<file path="src/rtl/mem_arbiter_pkg.sv">
// Shared types for the three-requester BRAM arbiter: FSM states, requester ids and helpers.
package mem_arbiter_pkg;

    typedef enum logic [1:0] {
        IDLE   = 2'd0,
        ACCESS = 2'd1,
        WAIT   = 2'd2
    } arb_state_t;

    typedef enum logic [1:0] {
        REQ_LD = 2'd0,
        REQ_EX = 2'd1,
        REQ_IF = 2'd2
    } req_id_t;

    // Wide enough to count the remaining WAIT cycles for the largest read latency (7).
    localparam int unsigned WaitCntW = 3;

    function automatic logic req_is_write(input req_id_t id, input logic ex_we);
        logic wr;
        wr = 1'b0;
        unique case (id)
            REQ_LD:  wr = 1'b1;
            REQ_EX:  wr = ex_we;
            default: wr = 1'b0;
        endcase
        return wr;
    endfunction

endpackage

</file>
<file path="src/rtl/mem_arbiter_arb_pick.sv">
// Combinational winner selection: loader always first, execute/fetch ordered by prefer_ex_i.
module mem_arbiter_arb_pick
    import mem_arbiter_pkg::*;
(
    input  logic    ld_req_i,
    input  logic    ex_req_i,
    input  logic    if_req_i,
    input  logic    prefer_ex_i,
    output logic    valid_o,
    output req_id_t id_o
);

    always_comb begin
        valid_o = ld_req_i | ex_req_i | if_req_i;
        id_o    = REQ_LD;
        if (ld_req_i) begin
            id_o = REQ_LD;
        end else if (ex_req_i && if_req_i) begin
            id_o = prefer_ex_i ? REQ_EX : REQ_IF;
        end else if (ex_req_i) begin
            id_o = REQ_EX;
        end else if (if_req_i) begin
            id_o = REQ_IF;
        end
    end

endmodule

</file>
<file path="src/rtl/mem_arbiter.sv">
// Single-port BRAM arbiter for loader, execute and fetch; one transaction outstanding.
// Define MEM_ARBITER_RR_EN to alternate execute/fetch when both pend (loader stays on top).
module mem_arbiter
    import mem_arbiter_pkg::*;
#(
    parameter int unsigned ADDR_W = 19,
    parameter int unsigned DATA_W = 32,
    parameter int unsigned RD_LAT = 2
) (
    input  logic              clk,
    input  logic              rst,

    input  logic              ld_req,
    input  logic [ADDR_W-1:0] ld_addr,
    input  logic [DATA_W-1:0] ld_wdata,
    output logic              ld_gnt,

    input  logic              if_req,
    input  logic [ADDR_W-1:0] if_addr,
    output logic              if_gnt,
    output logic              if_rvalid,

    input  logic              ex_req,
    input  logic              ex_we,
    input  logic [ADDR_W-1:0] ex_addr,
    input  logic [DATA_W-1:0] ex_wdata,
    output logic              ex_gnt,
    output logic              ex_rvalid,

    output logic [DATA_W-1:0] rdata,

    output logic              mem_en,
    output logic              mem_we,
    output logic [ADDR_W-1:0] mem_addr,
    output logic [DATA_W-1:0] mem_wdata,
    input  logic [DATA_W-1:0] mem_rdata
);

    // WAIT is entered after ACCESS, so it lasts RD_LAT-1 cycles; the counter starts at RD_LAT-2.
    localparam logic [WaitCntW-1:0] WaitInit =
        (RD_LAT >= 2) ? WaitCntW'(RD_LAT - 2) : '0;

    arb_state_t            state_q;
    req_id_t               win_q;
    logic                  rd_q;
    logic [WaitCntW-1:0]   cnt_q;

    logic                  ld_gnt_q;
    logic                  ex_gnt_q;
    logic                  if_gnt_q;
    logic                  ex_rvalid_q;
    logic                  if_rvalid_q;
    logic                  mem_en_q;
    logic                  mem_we_q;
    logic [ADDR_W-1:0]     mem_addr_q;
    logic [DATA_W-1:0]     mem_wdata_q;
    logic [DATA_W-1:0]     rdata_q;

    logic                  pick_valid;
    req_id_t               pick_id;
    logic                  prefer_ex;
    logic                  rvalid_any;

`ifdef MEM_ARBITER_RR_EN
    logic                  prefer_ex_q;
    assign prefer_ex = prefer_ex_q;
`else
    assign prefer_ex = 1'b1;
`endif

    mem_arbiter_arb_pick u_arb_pick (
        .ld_req_i    (ld_req),
        .ex_req_i    (ex_req),
        .if_req_i    (if_req),
        .prefer_ex_i (prefer_ex),
        .valid_o     (pick_valid),
        .id_o        (pick_id)
    );

    always_ff @(posedge clk) begin
        if (rst) begin
            state_q     <= IDLE;
            win_q       <= REQ_LD;
            rd_q        <= 1'b0;
            cnt_q       <= '0;
            ld_gnt_q    <= 1'b0;
            ex_gnt_q    <= 1'b0;
            if_gnt_q    <= 1'b0;
            ex_rvalid_q <= 1'b0;
            if_rvalid_q <= 1'b0;
            mem_en_q    <= 1'b0;
            mem_we_q    <= 1'b0;
            mem_addr_q  <= '0;
            mem_wdata_q <= '0;
            rdata_q     <= '0;
`ifdef MEM_ARBITER_RR_EN
            prefer_ex_q <= 1'b1;
`endif
        end else begin
            // Grant, enable and rvalid are single-cycle pulses.
            ld_gnt_q    <= 1'b0;
            ex_gnt_q    <= 1'b0;
            if_gnt_q    <= 1'b0;
            ex_rvalid_q <= 1'b0;
            if_rvalid_q <= 1'b0;
            mem_en_q    <= 1'b0;
            mem_we_q    <= 1'b0;

            if (rvalid_any) begin
                rdata_q <= mem_rdata;
            end

            unique case (state_q)
                IDLE: begin
                    if (pick_valid) begin
                        win_q    <= pick_id;
                        rd_q     <= ~req_is_write(pick_id, ex_we);
                        mem_en_q <= 1'b1;
                        mem_we_q <= req_is_write(pick_id, ex_we);
                        state_q  <= ACCESS;
                        unique case (pick_id)
                            REQ_LD: begin
                                ld_gnt_q    <= 1'b1;
                                mem_addr_q  <= ld_addr;
                                mem_wdata_q <= ld_wdata;
                            end
                            REQ_EX: begin
                                ex_gnt_q    <= 1'b1;
                                mem_addr_q  <= ex_addr;
                                mem_wdata_q <= ex_wdata;
                            end
                            REQ_IF: begin
                                if_gnt_q    <= 1'b1;
                                mem_addr_q  <= if_addr;
                            end
                            default: ;
                        endcase
`ifdef MEM_ARBITER_RR_EN
                        if (pick_id == REQ_EX) begin
                            prefer_ex_q <= 1'b0;
                        end else if (pick_id == REQ_IF) begin
                            prefer_ex_q <= 1'b1;
                        end
`endif
                    end
                end

                ACCESS: begin
                    if (!rd_q) begin
                        state_q <= IDLE;
                    end else if (RD_LAT == 1) begin
                        ex_rvalid_q <= (win_q == REQ_EX);
                        if_rvalid_q <= (win_q == REQ_IF);
                        state_q     <= IDLE;
                    end else begin
                        cnt_q   <= WaitInit;
                        state_q <= WAIT;
                    end
                end

                WAIT: begin
                    if (cnt_q == '0) begin
                        ex_rvalid_q <= (win_q == REQ_EX);
                        if_rvalid_q <= (win_q == REQ_IF);
                        state_q     <= IDLE;
                    end else begin
                        cnt_q <= cnt_q - 1'b1;
                    end
                end

                default: state_q <= IDLE;
            endcase
        end
    end

    assign rvalid_any = ex_rvalid_q | if_rvalid_q;

    // Read data is live from the BRAM during the rvalid cycle and held afterwards.
    assign rdata     = rvalid_any ? mem_rdata : rdata_q;
    assign ld_gnt    = ld_gnt_q;
    assign ex_gnt    = ex_gnt_q;
    assign if_gnt    = if_gnt_q;
    assign ex_rvalid = ex_rvalid_q;
    assign if_rvalid = if_rvalid_q;
    assign mem_en    = mem_en_q;
    assign mem_we    = mem_we_q;
    assign mem_addr  = mem_addr_q;
    assign mem_wdata = mem_wdata_q;

endmodule

</file>
<file path="config.mk">
export PLATFORM = sky130hd
export DESIGN_NAME = mem_arbiter
export DESIGN_NICKNAME = d
export VERILOG_FILES = /design/src/rtl/mem_arbiter_pkg.sv /design/src/rtl/mem_arbiter_arb_pick.sv /design/src/rtl/mem_arbiter.sv
export SDC_FILE = /design/constraint.sdc
export NUM_CORES = 1
export LEC_CHECK = 0
export BUFFER_PORTS_ARGS = -buffer_cell sky130_fd_sc_hd__buf_2
export CELL_PAD_IN_SITES_DETAIL_PLACEMENT = 0
export CELL_PAD_IN_SITES_GLOBAL_PLACEMENT = 1
export CORE_ASPECT_RATIO = 0.9
export CORE_MARGIN = 2
export CORE_UTILIZATION = 30
export CTS_BUF_LIST = sky130_fd_sc_hd__clkbuf_2 sky130_fd_sc_hd__clkbuf_4 sky130_fd_sc_hd__clkbuf_8
export DETAILED_ROUTE_END_ITERATION = 8
export GPL_TIMING_DRIVEN = 0
export PLACE_DENSITY = 0.89
export SYNTH_ARGS = -nofsm -noshare
export SYNTH_HDL_FRONTEND = slang
export SYNTH_SLANG_ARGS = --single-unit
</file>
<file path="constraint.sdc">
create_clock -name clk -period 1.3 [get_ports clk]
set_input_delay 0.065 -clock clk [delete_from_list [all_inputs] [get_ports clk]]
set_output_delay 0.065 -clock clk [all_outputs]
set_load 0.05 [all_outputs]
</file>
==> metrics.yaml <==
status: "complete, but fails checks"
violations: "setup timing"
setup_violations: 69
clockPowerShare: 0.250
power_density_nw_per_um2: 944.1
fin_crit_sh: 1.289
dpl-instance-area_um2: 6541
fillers: 1373
rsz0062_at_grt: "yes"
drtAntennaViolNets: 0
clkTransAtPathRegs_ps: 90
initial_core_util: 0.3047
clock-sinks: 98
skew_ps: 4.777
p_leak_nw: 3.920
drtIter0Drc: 221
ys_types: 35
hp-class: "input port to register"
cts_root_buffer: "clkbuf_8"
syn_area_per_cell_um2: 9.649
globalRouteTotalUtil: 0.2028
syn_nets: 667
ff_latch_area_um2: 1979
ios: 249
cts_buffer_depth: 2
crit_path_max_fanout: 10
place_hpwl_um: 11200
multi_input_area_um2: 2962
drive_above_1_share: 0.5573
drv_slew: 0
max_stage_delay_ps: 360
grt_max_degree: 16
syn_inst: 506
ys_ff_latch: 98
p_int_w: 0.005349
sw_frac_of_total: 0.3457
clock_latency_ps: 370
synth_area_um2: 4882
hold_viol: 0
grt_overflow: 0
fp.dieH_um: 125.0
cts_buffers: 9
seq_power_share: 0.406
setup_slack_ps: -375.7
start_kind: "register"
post-route-min-period_ps: 1676
ctsHtreeMaxLevel: 3
antenna_found_initial: 0
yosys_warnings: 0
die_area_um2: 17310
cap_violations: 0
cts_tree: "done"
switchingPower_w: 0.002827
wire_per_inst_um: 16.98
ys_seq_area_frac: 0.4018
fmax_ghz: 0.5968
crit_path_frequent_cell: "buf_12"
rows: 44
crit_type: "register to output pin"
drc: 0
cp.arrival_ps: 1610
slowest_stage: "dfxtp_4"
area_growth_pct: 77.37
cp.required_ps: 1240
layout.nets: 1038
max-vdd-ir-drop_mv: 0.6280
power.total_w: 0.008176
firstDrtPassIters: 5
end_kind: "output pin"
slew_headroom: 0.4740
vias: 5330
worstMarginPinSlew_ps: 788.9
core_area_um2: 16020
grt_pass1_wl_um: 28320
vias_per_cell: 4.894
first_global_vias: 5566
cp_cell_sequence: "nor2_4 -> buf_12 -> buf_12 -> mux2_4 -> buf_6"
io_buffers: 244
die_w_um: 138.5
wirelength_um: 18490
dp_worst_setup_slack_ps: -174.0
final_area_um2: 8660
combPwrFrac: 0.344
finalWeightedCongestion: 0.7821
[layout by cell type, fill, tap and decap left out, types with 2 or more instances in the layout]
cell type / count
clkbuf_8: 10
nand3_1: 2
buf_2: 215
nand3b_1: 19
dfxtp_2: 2
buf_6: 52
o21ai_0: 2
a21oi_2: 33
buf_4: 16
clkbuf_1: 12
a21oi_4: 2
and2_1: 10
nor3_2: 3
buf_12: 12
clkinvlp_4: 2
nor3b_2: 2
a21oi_1: 21
nor2_4: 6
a21o_1: 19
a311oi_2: 44
dfxtp_4: 4
buf_16: 3
ha_4: 2
buf_8: 13
mux2_4: 32
clkbuf_16: 2
inv_1: 3
nor2_1: 5
dfxtp_1: 92
a311oi_1: 7
nand2_1: 105
dlygate4sd3_1: 85
and2_4: 23
[worst paths after layout]
path | from | endpoint | slack [ps] | cells past startpoint
setup / recovery | if_rvalid | rdata[16] | -380 | 5
hold / removal | mem_rdata[24] | rdata_q[24] | 40 | 3
setup reg to reg | if_rvalid | rdata_q[9] | -220 | 7
hold reg to reg | win_q[1] | ex_rvalid | 470 | 1
[cell usage after synthesis]
cell type / instances / area [um2]
nand2_1: 106 / 397.9
dfxtp_1: 98 / 1962
a21oi_1: 38 / 190.2
a311oi_2: 37 / 555.5
and2_1: 33 / 206.5
a21o_1: 19 / 142.6
buf_4: 19 / 142.6
nand3b_1: 19 / 142.6
a21oi_2: 18 / 157.7
mux2_2: 17 / 191.4
mux2_1: 15 / 168.9
a311oi_1: 14 / 122.6
buf_6: 14 / 157.7
clkbuf_1: 12 / 45.04
nor2_1: 9 / 33.78
buf_2: 5 / 25.02
inv_1: 4 / 15.01
nor2_2: 3 / 18.77
nor3_1: 3 / 15.01
o21ai_0: 3 / 15.01
a2111oi_1: 2 / 20.02
ha_1: 2 / 25.02
nand3_1: 2 / 10.01
nor3b_1: 2 / 15.01
or2_1: 2 / 12.51
a211oi_1: 1 / 7.510
and3_1: 1 / 6.260
nand2b_1: 1 / 6.260
nand4b_1: 1 / 8.760
nor2b_1: 1 / 6.260
nor3_2: 1 / 10.01
o21a_1: 1 / 7.510
o21bai_4: 1 / 18.77
o221a_1: 1 / 11.26
or3_4: 1 / 11.26
[registers in the layout, summed over array words and instances, names as in the netlist, 2 cells and up]
register	count
mem_wdata	32
rdata_q	32
mem_addr	19
cnt_q	3
state_q	2
win_q	2
[area by class of cell]
cell class / instances / area share
Clock inverter: 4 / 0.005924
Timing Repair Buffer: 362 / 0.3206
Inverter: 4 / 0.001734
Multi-Input combinational cell: 354 / 0.3420
Buffer: 48 / 0.05418
Clock buffer: 11 / 0.01676
Sequential cell: 98 / 0.2286
Tap cell: 207 / 0.02991
Antenna cell: 1 / 0.0002890
[power groups by stage]
stage / Clock [W] / Combinational (W) / Sequential, W
after CTS: 0.00213 / 0.00272 / 0.00330
after global placement: 0 / 0.00211 / 0.00336
final: 0.00204 / 0.00281 / 0.00332
after global routing: 0.00223 / 0.00297 / 0.00334
after detailed placement: 0 / 0.00212 / 0.00337
after floorplan: 0 / 0.000847 / 0.00401
[through the flow]
step / instances / setup TNS [ps] / hold slack, ps / util
3_3_place_gp: 957 / -9022 / 335.4 / 0.4083
5_1_grt: 1088 / -17280 / 21.73 / 0.5404
4_1_cts: 1090 / -13540 / 6.704 / 0.5290
2_1_floorplan: 506 / -4555 / 224.9 / -
3_5_place_dp: 957 / -8814 / 338.6 / 0.4083
6_report: 1089 / -12260 / 44.20 / 0.5405
[what timing repair did]
| action | CTS | global route |
|---|---|---|
| pin swaps | 24 | 38 |
| setup endpoints to repair | 117 | 122 |
| gates cloned | 9 | 2 |
| hold buffers | 85 | 0 |
| gates resized for setup | 138 | 67 |
| setup buffers | 24 | 6 |
| hold endpoints to repair | 53 | 0 |
[worst max-delay path: cells and delay by family, from the launching register on]
kind          cells  cell delay, ps
buf+inv           3             430
simple gates      1             130
mux               1             320
flops             1             360
[routing by layer]
metal,vias up,wire length [um],track usage
met5,-,0,0
li1,2532,-,-
met1,2499,7452,0.2350
met2,252,9071,0.3556
met4,0,665,0.08163
met3,47,1297,0.05515
[kinds of logic after synthesis]
family,share of synthesized area
AO/OA/AOI/OAI,0.2558
adder cells (fa/ha/maj),0.005125
buffers and inverters,0.07893
flip-flops,0.4018
multiplexers,0.07381
AND/OR/NAND/NOR,0.1845
(Power assumes the default switching activity.)
